<file path="config.mk">
export PLATFORM = sky130hd
export DESIGN_NAME = foo_and_unit
export DESIGN_NICKNAME = d
export VERILOG_FILES = /design/src/rtl/foo_pkg.sv /design/src/rtl/foo_sat_counter.sv /design/src/rtl/foo_and_unit.sv
export SDC_FILE = /design/constraint.sdc
export NUM_CORES = 1
export LEC_CHECK = 0
export ABC_AREA = 0
export CAP_MARGIN = 30
export CORE_MARGIN = 5
export CORE_UTILIZATION = 30
export CTS_CLUSTER_SIZE = 25
export DETAILED_ROUTE_END_ITERATION = 10
export PLACE_DENSITY = 0.57
export RECOVER_POWER = 25
export SYNTH_ARGS = -nofsm -noshare
export SYNTH_HDL_FRONTEND = slang
export SYNTH_HIERARCHICAL = 1
export SYNTH_SLANG_ARGS = --single-unit
</file>
<file path="constraint.sdc">
create_clock -name clk -period 2.1 [get_ports clk]
set_input_delay 0.42 -clock clk [delete_from_list [all_inputs] [get_ports clk]]
set_output_delay 0.42 -clock clk [all_outputs]
set_load 0.05 [all_outputs]
</file>
<file path="src/rtl/foo_pkg.sv">
// -----------------------------------------------------------------------------
// foo_pkg
// Shared defaults for the foo AND unit and its saturating event counter.
// No ports; imported by foo_sat_counter and foo_and_unit.
// -----------------------------------------------------------------------------
package foo_pkg;

    // Default operand / result width of the AND gate.
    localparam int unsigned FOO_WIDTH_DEF = 1;

    // Default width of the all-ones event counter.
    localparam int unsigned FOO_CNT_W_DEF = 16;

endpackage

</file>
<file path="src/rtl/foo_sat_counter.sv">
// -----------------------------------------------------------------------------
// foo_sat_counter
// Up-counter that sticks at its maximum value, with a synchronous clear that
// takes priority over a same-cycle increment.
//
// Ports
//   clk    in   1      system clock, rising edge
//   rst_n  in   1      asynchronous active-low reset, clears cnt
//   inc    in   1      increment request for this cycle
//   clr    in   1      synchronous clear, wins over inc
//   cnt    out  CNT_W  current count
//   sat    out  1      high while cnt is at its maximum value
// -----------------------------------------------------------------------------
module foo_sat_counter
    import foo_pkg::*;
#(
    parameter int unsigned CNT_W = FOO_CNT_W_DEF
) (
    input  logic             clk,
    input  logic             rst_n,
    input  logic             inc,
    input  logic             clr,
    output logic [CNT_W-1:0] cnt,
    output logic             sat
);

    localparam logic [CNT_W-1:0] CNT_MAX = '1;
    localparam logic [CNT_W-1:0] CNT_ONE = CNT_W'(1);

    logic [CNT_W-1:0] cnt_d;

    always_comb begin
        cnt_d = cnt;
        if (clr) begin
            cnt_d = '0;
        end else if (inc && (cnt != CNT_MAX)) begin
            cnt_d = cnt + CNT_ONE;
        end
    end

    always_ff @(posedge clk or negedge rst_n) begin
        if (!rst_n) begin
            cnt <= '0;
        end else begin
            cnt <= cnt_d;
        end
    end

    // Derived from cnt so it clears together with cnt on reset and on clr.
    assign sat = (cnt == CNT_MAX);

endmodule

</file>
<file path="src/rtl/foo_and_unit.sv">
// -----------------------------------------------------------------------------
// foo_and_unit
// Bitwise 2-input AND gate with a registered shadow copy and an activity
// monitor that counts rising edges of the registered "all bits high" flag.
//
// Ports
//   clk     in   1      system clock, rising edge
//   rst_n   in   1      asynchronous active-low reset (does not affect Y)
//   A       in   WIDTH  operand A
//   B       in   WIDTH  operand B
//   Y       out  WIDTH  A & B, combinational, zero latency
//   Y_q     out  WIDTH  A & B, registered, one cycle latency
//   all_q   out  1      registered &(A & B)
//   ev_cnt  out  CNT_W  saturating count of all_q rising edges
//   ev_sat  out  1      high while ev_cnt is at its maximum
//   clr     in   1      synchronous clear of ev_cnt / ev_sat
// -----------------------------------------------------------------------------
module foo_and_unit
    import foo_pkg::*;
#(
    parameter int unsigned WIDTH = FOO_WIDTH_DEF,
    parameter int unsigned CNT_W = FOO_CNT_W_DEF
) (
    input  logic             clk,
    input  logic             rst_n,
    input  logic [WIDTH-1:0] A,
    input  logic [WIDTH-1:0] B,
    output logic [WIDTH-1:0] Y,
    output logic [WIDTH-1:0] Y_q,
    output logic             all_q,
    output logic [CNT_W-1:0] ev_cnt,
    output logic             ev_sat,
    input  logic             clr
);

    logic [WIDTH-1:0] y_and;
    logic             all_d;
    logic             ev_rise;

    assign y_and = A & B;
    assign Y     = y_and;

    // all_d is one cycle behind all_q, so the rise is seen one cycle after
    // all_q goes high. clr deliberately leaves this history untouched.
    always_ff @(posedge clk or negedge rst_n) begin
        if (!rst_n) begin
            Y_q   <= '0;
            all_q <= 1'b0;
            all_d <= 1'b0;
        end else begin
            Y_q   <= y_and;
            all_q <= &y_and;
            all_d <= all_q;
        end
    end

    assign ev_rise = all_q & ~all_d;

    foo_sat_counter #(
        .CNT_W (CNT_W)
    ) u_ev_counter (
        .clk   (clk),
        .rst_n (rst_n),
        .inc   (ev_rise),
        .clr   (clr),
        .cnt   (ev_cnt),
        .sat   (ev_sat)
    );

endmodule

</file>
==> results.cfg, run 1 <==
[cts]
cts_hold_repair.buffers = 0
clock_path_buffers = 2
cts.clk_slew.worst_paths_ns = 0.11
htreeDepth = 1
cts_tree = built
cts_buffers = 3
clock-sinks = 18
cts-root-buf = clkbuf_4
clk_latency_ns = 0.30

[timing]
holdWs_ns = 0.446
rsz0062_at_grt = false
layout_setup_ws_ns = 0.0914
clock.fmax_mhz = 498
setup_viol = 0
timing.final.crit_share = 0.956
fin_skew_ns = 0.0106
fin_crit_ns = 2.01
timing_hold_violations_final = 0
setup_tns_ns = 0
tightest_slew_ns = 1.04
slew_headroom = 0.308
drv_slew = 0

[global_routing]
grt_util_all_layers = 0.113
antenna_found_initial = 0
grt_pass1_vias = 1023
grt_pass1_wl_um = 4610
grt_max_degree = 19
grt-ovfl-total = 0

[floorplanning]
core-area_um2 = 3420
dieWidth_um = 70.2
fp-row-count = 21
initial_core_util = 0.318
num_io_pins = 25
die_h_um = 70.2
die_area_um2 = 4930

[layout]
instances_no_fill = 195
postLayoutCellArea_um2 = 1550
regArea_um2 = 460
syn_to_final_growth_pct = 42.7
drive_above_1_share = 0.262
post-route-util = 0.454
n_antenna_cell = 0
nNetsFinal = 156
fill_cells = 336
multi_input_area_um2 = 648

[critical_path]
crit_family = buffers and inverters
r2r_cells = 5
cp_max_fo = 10
crit_path_start_kind = flop
rrSetupSlack_ns = 0.41
critPathSlowestCell = clkdlybuf4s50_1
cp_num_buf_inv = 1
r2r_start = u_ev_counter/cnt[0]
max_stage_delay_ns = 0.84
critPathCaptureType = output port
cp_data_required_time_ns = 1.68
critical_path.cell_chain = clkdlybuf4s50_1
worstSetupPathType = flop to output port
worstReg2RegEnd = u_ev_counter/cnt[5]
crit_arrival_ns = 1.59

[detailed_routing]
wl_um = 2690
drt_pre_antenna_iters = 4
drcViolationCount = 0
vias = 1020
vias_per_cell = 5.23
initialDrtViolationCount = 51
ant_nets = 0
drt-wirelength-per-cell_um = 13.8

[min_path]
worstHoldPathCells = 0
hold_start = all_q
hold_path_end = all_d
hp-class = flop to flop

[power_and_ir_drop]
max-vdd-ir-drop_v = 0.000248
p_clk_frac = 0.334
swShare = 0.248
p_int_mw = 0.489
p_comb_frac = 0.120
p_sw_mw = 0.161
seq_power_share = 0.546
finalPower_mw = 0.650
p_leak_nw = 0.658
power_density_nw_per_um2 = 419

[logic_synthesis]
ys_seq_elements = 18
synth_warnings = 6
ys_types = 35
yosysSeqAreaShare = 0.414
syn-cell-area_um2 = 1090
synth_top_area_frac = 0.414
yosysTopAreaCell = dfrtp_1
netlist_instances = 114
syn_area_per_cell_um2 = 9.54
synth_area_leaders = dfrtp_1 41%, a21oi_1 4.6%, mux2_1 4.1%, nor2b_1 4.0%, nand4_1 2.9%
syn-num-nets = 120

[place]
io_buffer_count = 24
gp_congestion = 0.744
hpwl_um = 1940
dpl_worst_slack_ns = 0.166
dpl_cell_area_um2 = 1440
dp_cells = 185

[outcome]
status = completed

[run]
drv_cap = 0
[what timing repair did]
item,CTS,global route
pin swaps,1,1
gates resized for setup,3,7
setup endpoints to repair,1,4
buffers inserted,6,0
[layout by cell type, fill, tap and decap left out, types with 2 or more instances in the layout]
cell type | netlist | final
nor2_1 | 8 | 8
nand2b_1 | 3 | 3
clkbuf_4 | 0 | 3
nand3_1 | 3 | 2
o31ai_1 | 2 | 2
dfrtp_2 | 0 | 8
nor4_1 | 2 | 2
or4_1 | 2 | 2
buf_12 | 0 | 2
clkdlybuf4s50_1 | 0 | 18
a31oi_1 | 3 | 3
inv_1 | 2 | 2
mux2_1 | 4 | 4
dfrtp_1 | 18 | 10
buf_4 | 2 | 11
and3_1 | 4 | 4
nor2b_1 | 7 | 6
nand2_1 | 7 | 7
nand3_2 | 3 | 3
o21ai_0 | 6 | 6
nand4_2 | 2 | 2
nor2b_4 | 1 | 2
nand4_1 | 5 | 5
or3_1 | 4 | 4
a21oi_1 | 10 | 10
dlymetal6s2s_1 | 0 | 2
[cells in the mapped netlist, drive strengths merged]
| master | n |
|---|---|
| nand4 | 7 |
| buf | 2 |
| a31oi | 3 |
| a21boi | 1 |
| mux2 | 4 |
| nor4 | 4 |
| o21ai | 6 |
| ha | 1 |
| and2 | 1 |
| dfrtp | 18 |
| or3 | 4 |
| nand2b | 3 |
| nand2 | 7 |
| a21oi | 11 |
| a41oi | 1 |
| nor2 | 8 |
| and3 | 5 |
| nor3 | 2 |
| o31ai | 2 |
| nand3 | 6 |
| a31o | 1 |
| clkbuf | 2 |
| a311oi | 1 |
| inv | 2 |
| nor2b | 8 |
| o21bai | 1 |
| or4 | 2 |
| mux2i | 1 |
[flip-flops by register name, summed over array words and instances, names as in the netlist]
signal	cells
all_d	1
all_q	1
u_ev_counter/cnt	16
[kinds of logic (layout without fill, tap and decap cells)]
logic type	Yosys count	after routing	share of synthesized area
compound gates	27	27	0.151
fa+ha+maj	1	1	0.0115
buf+inv	6	41	0.0276
flops	18	18	0.414
mux	5	5	0.0506
simple gates	57	57	0.345
[per-layer routing]
layer | up-vias | wire (um) | global-route usage
met2 | 32 | 1280 | 0.189
met3 | 2 | 140 | 0.0330
met1 | 489 | 1260 | 0.141
met5 | - | 0 | 0
met4 | 0 | 8 | 0.0319
li1 | 497 | - | -
[how the worst max path moves through the flow]
stage                                    from        end  cells after the start
final                     u_ev_counter/cnt[2]  ev_cnt[2]                      1
after global routing      u_ev_counter/cnt[3]     ev_sat                      4
after CTS                 u_ev_counter/cnt[0]  ev_cnt[0]                      2
after detailed placement  u_ev_counter/cnt[0]     ev_sat                      5
after global placement    u_ev_counter/cnt[0]     ev_sat                      5
after floorplan           u_ev_counter/cnt[3]     ev_sat                      3
[power groups by stage]
stage,logic [mW],clock network [mW],registers (mW)
2_1_floorplan,0.0256,0,0.372
3_3_place_gp,0.0697,0,0.362
4_1_cts,0.0802,0.229,0.355
5_1_grt,0.0844,0.244,0.356
3_5_place_dp,0.0701,0,0.363
6_report,0.0779,0.217,0.355
[worst reg2reg max path, delay by kind of cell, from the launching register on]
kind | cells | cell delay [ns]
compound gates | 1 | 0.14
fa+ha+maj | 1 | 0.18
flops | 1 | 0.42
mux | 1 | 0.32
simple gates | 2 | 0.52
[layout make-up]
cell class / count / area share
inverters: 2 / 0.00484
well taps: 46 / 0.0371
multi-input cells: 90 / 0.418
flip-flops and latches: 18 / 0.297
clock buffers: 4 / 0.0234
repair buffers: 35 / 0.220
Note: power is estimated with default switching activity, not from simulation.
==> run 2, diff against run 1 <==
--- a/config.mk
+++ b/config.mk
@@ -11,7 +11,7 @@
 export CORE_UTILIZATION = 30
 export CTS_CLUSTER_SIZE = 25
 export DETAILED_ROUTE_END_ITERATION = 10
-export PLACE_DENSITY = 0.57
+export PLACE_DENSITY = 0.59
 export RECOVER_POWER = 25
 export SYNTH_ARGS = -nofsm -noshare
 export SYNTH_HDL_FRONTEND = slang
==> constraint.sdc (replaced) <==
create_clock -name clk -period 1.8 [get_ports clk]
set_input_delay 0.27 -clock clk [delete_from_list [all_inputs] [get_ports clk]]
set_output_delay 0.27 -clock clk [all_outputs]
set_load 0.05 [all_outputs]
==> run 2 against run 1 <==
Setup slack got worse by 0.078 ns. Sequential cell count unchanged. Combinational power is 11% higher. Worst hold slack worse by 0.012 ns. Critical path type unchanged. Power up 9.5%. Critical endpoint is now ev_sat. First-iteration DRC count increased by 18%. Register-to-register slack worse by 0.33 ns. Design area rose by 5.8%. Die area unchanged. Cell count is 6.7% higher. Sequential share of layout area is 1.1 points lower. Global-route usage is 0.14 points lower.
==> results.cfg, run 2 (synthesis gave the netlist of run 1 again) <==
[run]
drv_cap = 0

[critical_path]
cp_max_fo = 6
r2r_start = u_ev_counter/cnt[1]
cp-startpoint = u_ev_counter/cnt[3]
crit_arrival_ns = 1.52
critPathCaptureType = output port
worstSetupPathType = flop to output port
crit_path_start_kind = flop
cp_data_required_time_ns = 1.53

[timing]
fin_crit_ns = 1.79
drv_slew = 0
timing_hold_violations_final = 0
fin_skew_ns = 0.00713
rsz0062_at_grt = true
slew_headroom = 0.356
layout_setup_ws_ns = 0.0133
timing.final.crit_share = 0.993
setup_viol = 0
clock.fmax_mhz = 560
tightest_slew_ns = 0.966

[detailed_routing]
ant_nets = 0
drcViolationCount = 0
vias = 1081
wl_um = 2840
routed-wl-met2_um = 1400
drt-wirelength-per-cell_um = 13.7
drt-met1-wl_um = 1300
vias_per_cell = 5.20
initialDrtViolationCount = 60
drt_pre_antenna_iters = 4
highest_layer = met4
wl_met3_um = 124

[place]
gp_congestion = 0.787
dpl_worst_slack_ns = 0.0872
dp_cells = 184
hpwl_um = 1950
io_buffer_count = 24

[layout]
instances_no_fill = 208
n_antenna_cell = 0
largest_register_ffs = 16
final_common_cell = buf_4
reg.largest.list = u_ev_counter/cnt: 16 flops, all_d: 1 flops, all_q: 1 flops
fill_cells = 329
drive_above_1_share = 0.469
nNetsFinal = 169
largest-register = u_ev_counter/cnt
syn_to_final_growth_pct = 51.0
final_cell_mix = 41 x buf_4, 15 x dfrtp_2, 10 x a21oi_1, 8 x nor2_1, 7 x nand2_1

[power_and_ir_drop]
p_leak_nw = 0.728
swShare = 0.256
p_sw_mw = 0.182
p_int_mw = 0.530
max-vdd-ir-drop_v = 0.000329
seq_power_share = 0.581
power_density_nw_per_um2 = 434
p_comb_frac = 0.121
p_clk_frac = 0.298

[floorplanning]
die_h_um = 70.2
num_io_pins = 25
die_area_um2 = 4930
initial_core_util = 0.318
fp-row-count = 21
core-area_um2 = 3420
dieWidth_um = 70.2

[cts]
cts-root-buf = clkbuf_4
clk_latency_ns = 0.29
clock-sinks = 18
cts.clk_slew.worst_paths_ns = 0.11
cts_hold_repair.buffers = 0
clock_path_buffers = 2
cts_buffers = 3
cts_tree = built
htreeDepth = 1

[global_routing]
antenna_found_initial = 0
grt_pass1_vias = 1049
grt_max_degree = 19
grt_pass1_wl_um = 4630
grt-ovfl-total = 0
grt_util_all_layers = 0.112

[min_path]
hp-class = flop to flop
hold_start = all_q

[outcome]
status = completed
## run 2: repair_timing
item                                   4_1_cts  5_1_grt
resized for setup                            2        5
gates cloned                                 0        0
endpoints found under the hold margin        0        0
buffers inserted                             5       15
pin swaps                                    2        6
setup endpoints to repair                    1        3
## run 2: power groups by stage
stage	Clock [mW]	Sequential, mW	Combinational [mW]
final	0.212	0.413	0.0861
after global routing	0.240	0.414	0.0937
after CTS	0.221	0.414	0.0872
after detailed placement	0	0.424	0.0808
after global placement	0	0.423	0.0801
after floorplan	0	0.435	0.0305
## run 2: final timing paths
kind	endpoint	slack, ns	depth (start not counted)
worst max-delay path	ev_sat	0.01	4
min in group asynchronous	all_d	0.64	2
worst min register to register	all_d	0.43	0
worst max register to register	u_ev_counter/cnt[0]	0.08	6
max in group asynchronous	u_ev_counter/cnt[15]	0.51	2
worst min-delay path	all_d	0.43	0
## run 2: worst max-delay path, cell delays in order (launching register included)
cell,delay [ns]
dfrtp_2,0.45
nand3_4,0.10
nor4_4,0.32
nor2b_4,0.21
buf_12,0.14
## run 2: stage by stage
stage | setup TNS (ns) | hold WS [ns] | instance area, um2 | utilization | total power [mW]
finish | 0 | 0.434 | 1640 | 0.481 | 0.712
global route | -0.0719 | 0.459 | 1640 | 0.481 | 0.748
CTS | -0.0869 | 0.303 | 1500 | 0.439 | 0.722
detailed placement | 0 | 0.414 | 1420 | 0.416 | 0.505
global placement | 0 | 0.410 | 1420 | 0.416 | 0.503
floorplan | 0 | -0.0256 | 1140 | - | 0.466
## run 2: cell type report
cell class / count / area, um2 / share of cell area
well taps: 46 / 57.6 / 0.0351
flip-flops and latches: 18 / 469 / 0.286
repair buffers: 48 / 392 / 0.239
clock buffers: 4 / 26.3 / 0.0160
multi-input cells: 90 / 689 / 0.420
inverters: 2 / 7.51 / 0.00457
## run 2: routing by layer
metal | global-route usage | vias up
li1 | - | 529
met1 | 0.139 | 522
met2 | 0.191 | 26
met3 | 0.0344 | 4
met4 | 0.0213 | 0
met5 | 0 | -
==> edit (config.mk and constraints of run 2) <==
The package constant `FOO_CNT_W_DEF` goes from 16 to 32.
--- a/src/rtl/foo_pkg.sv
+++ b/src/rtl/foo_pkg.sv
@@ -9,7 +9,7 @@
     localparam int unsigned FOO_WIDTH_DEF = 1;
 
     // Default width of the all-ones event counter.
-    localparam int unsigned FOO_CNT_W_DEF = 16;
+    localparam int unsigned FOO_CNT_W_DEF = 32;
 
 endpackage
 
Interface: changed (resized ev_cnt); port bits go from 25 to 41. The function was not compared with the original's and may differ.
==> edit against run 2 <==
  * The flow now finishes with violations (setup timing)
  * Sequential power rose by 87%
  * Combinational power increased by 39%
  * Cell area grew 110%
  * Hold slack improved by 0.096 ns
  * Core utilization grew 9.9 points
  * Wire length up 120%
  * Total power is 120% higher
  * Synthesized area increased by 73%
  * Count of clock-buffer cells in the layout increased by 4
  * Synthesized cell count rose by 73%
  * Sequential cell count is 16 higher
  * Setup slack got worse by 0.36 ns
==> edit: results (changes against run 2) <==
stage	metric	value	unit	change
status	status	finished, violations left		
status	failing checks	setup timing		
timing	final setup violating endpoints	32		+32
timing	Worst Setup Slack, final	-0.347	ns	-0.360 ns
synth	Post-synth top flop	dfrtp_1		
drt	Starting DRT DRC Count	90		+50%
worst_setup_path	CP max stage cell	or4_4		
drt	routed length on met2	3.08	mm	+120%
drt	Via-to-Cell Ratio	5.17		-0.47%
placed_design	dpl hpwl	4.16	mm	+110%
drt	Metal-1 WL	2.75	mm	+110%
pwr	Max IR drop VDD	0.213	mV	-35%
global_route	largest net degree at the start of global routing	35		+16
finish	Layout Nets	329		+95%
placed_design	Inst Count DP	371		+100%
synth	Seq/Total Area, Yosys	45.3	%	+3.9 points
synth	post-synthesis cell type count	37		+5.7%
finish	Final Instance Count excl. Fillers	399		+92%
clock_tree	TritonCTS Buffers	5		+2
global_route	met3 usage	2.95	%	-0.49 points
finish	layout cells sized above 1	64.5	%	+18 points
worst_setup_path	CP max stage delay	0.58	ns	+0.13 ns
global_route	GRT met1 Usage	21.6	%	+7.8 points
synth	Mapped Cells	197		+73%
synth	synth top area cells	dfrtp_1 45%, a21oi_1 4.8%, or3_1 4.3%		
drt	met3 WL	223	um	+80%
global_route	first-pass GRT wire length	10.1	mm	+120%
global_route	met2 Use GR	27.1	%	+8.0 points
timing	Layout Skew	0.00502	ns	-0.00210 ns
placed_design	DP Area	0.00295	sq mm	+110%
clock_tree	Worst-path clk slew	0.07	ns	-0.04 ns
pwr	Switching Fraction	23.4	%	-2.3 points
timing	setup_tns	-6.81	ns	-6.81 ns
clock_tree	number of setup buffers added after CTS	12		+7
worst_setup_path	Worst Path Max Fanout	3		-3
finish	top flop regs	u_ev_counter/cnt: 32 flops, all_d: 1 flops, all_q: 1 flops		
pwr	Leak	1.49	nW	+110%
global_route	initial antenna violation count	0		unchanged
global_route	via count of the first global-routing pass	2085		+99%
placed_design	port buffer count	40		+67%
clock_tree	H-tree levels	2		+1
clock_tree	post-cts resize count	21		+19
worst_setup_path	Worst Path Arrival	1.88	ns	+0.36 ns
global_route	gr usage total	16.3	%	+5.2 points
placed_design	gp weighted congestion	0.790		+0.28%
clock_tree	clk root buf	clkbuf_8		
finish	fill count	521		+58%
synth	most common library cells after synthesis	34 x dfrtp_1, 18 x a21oi_1, 14 x nand2_1, 14 x nor2_1, 14 x o21ai_0		
[edit: changes by cell type after synthesis, sizes merged, moves of 4 or more]
cell	before	now
or3	4	14
and4	0	5
clkbuf	2	6
and3	5	1
nand2	7	14
xnor2	0	5
nor2b	8	4
nand4	7	12
nor2	8	14
o31ai	2	7
o21ai	6	14
a21oi	11	18
dfrtp	18	34
or4	2	9
[edit: path summary, 6_finish.rpt]
path                                     start                    to  slack, ns  cells after the start
max in group asynchronous                rst_n  u_ev_counter/cnt[17]       0.55                      2
min in group asynchronous                rst_n  u_ev_counter/cnt[29]       0.64                      2
setup reg to reg           u_ev_counter/cnt[1]   u_ev_counter/cnt[5]      -0.32                      8
hold reg to reg                          all_q                 all_d       0.53                      1
hold / removal                           all_q                 all_d       0.53                      1
setup / recovery           u_ev_counter/cnt[7]                ev_sat      -0.35                      5
[edit: power by group through the flow]
| stage | clock network (W) | logic [W] | registers, W |
|---|---|---|---|
| final | 0.000674 | 0.000120 | 0.000772 |
| after global routing | 0.000725 | 0.000130 | 0.000772 |
| after CTS | 0.000693 | 0.000122 | 0.000772 |
| after detailed placement | 0 | 0.000119 | 0.000788 |
| after global placement | 0 | 0.000119 | 0.000787 |
| after floorplan | 0 | 0.0000394 | 0.000803 |
[edit: cell type report]
cell class	instances	area, sq um	area share [%]
multi-input cells	153	1270	36.6
repair buffers	127	1100	31.8
flip-flops and latches	34	882	25.4
clock buffers	8	110	3.17
well taps	75	93.8	2.70
inverters	2	7.51	0.216
[edit: cells by family (layout without fill, tap and decap cells)]
group,count (synthesis),count (layout),synth area share (%)
flip-flops,34,34,45.3
multiplexers,4,4,2.33
AND/OR/NAND/NOR,93,95,30.3
adder cells (fa/ha/maj),1,1,0.667
XOR/XNOR,8,8,3.73
buffers and inverters,12,137,2.87
AO/OA/AOI/OAI,45,45,14.7
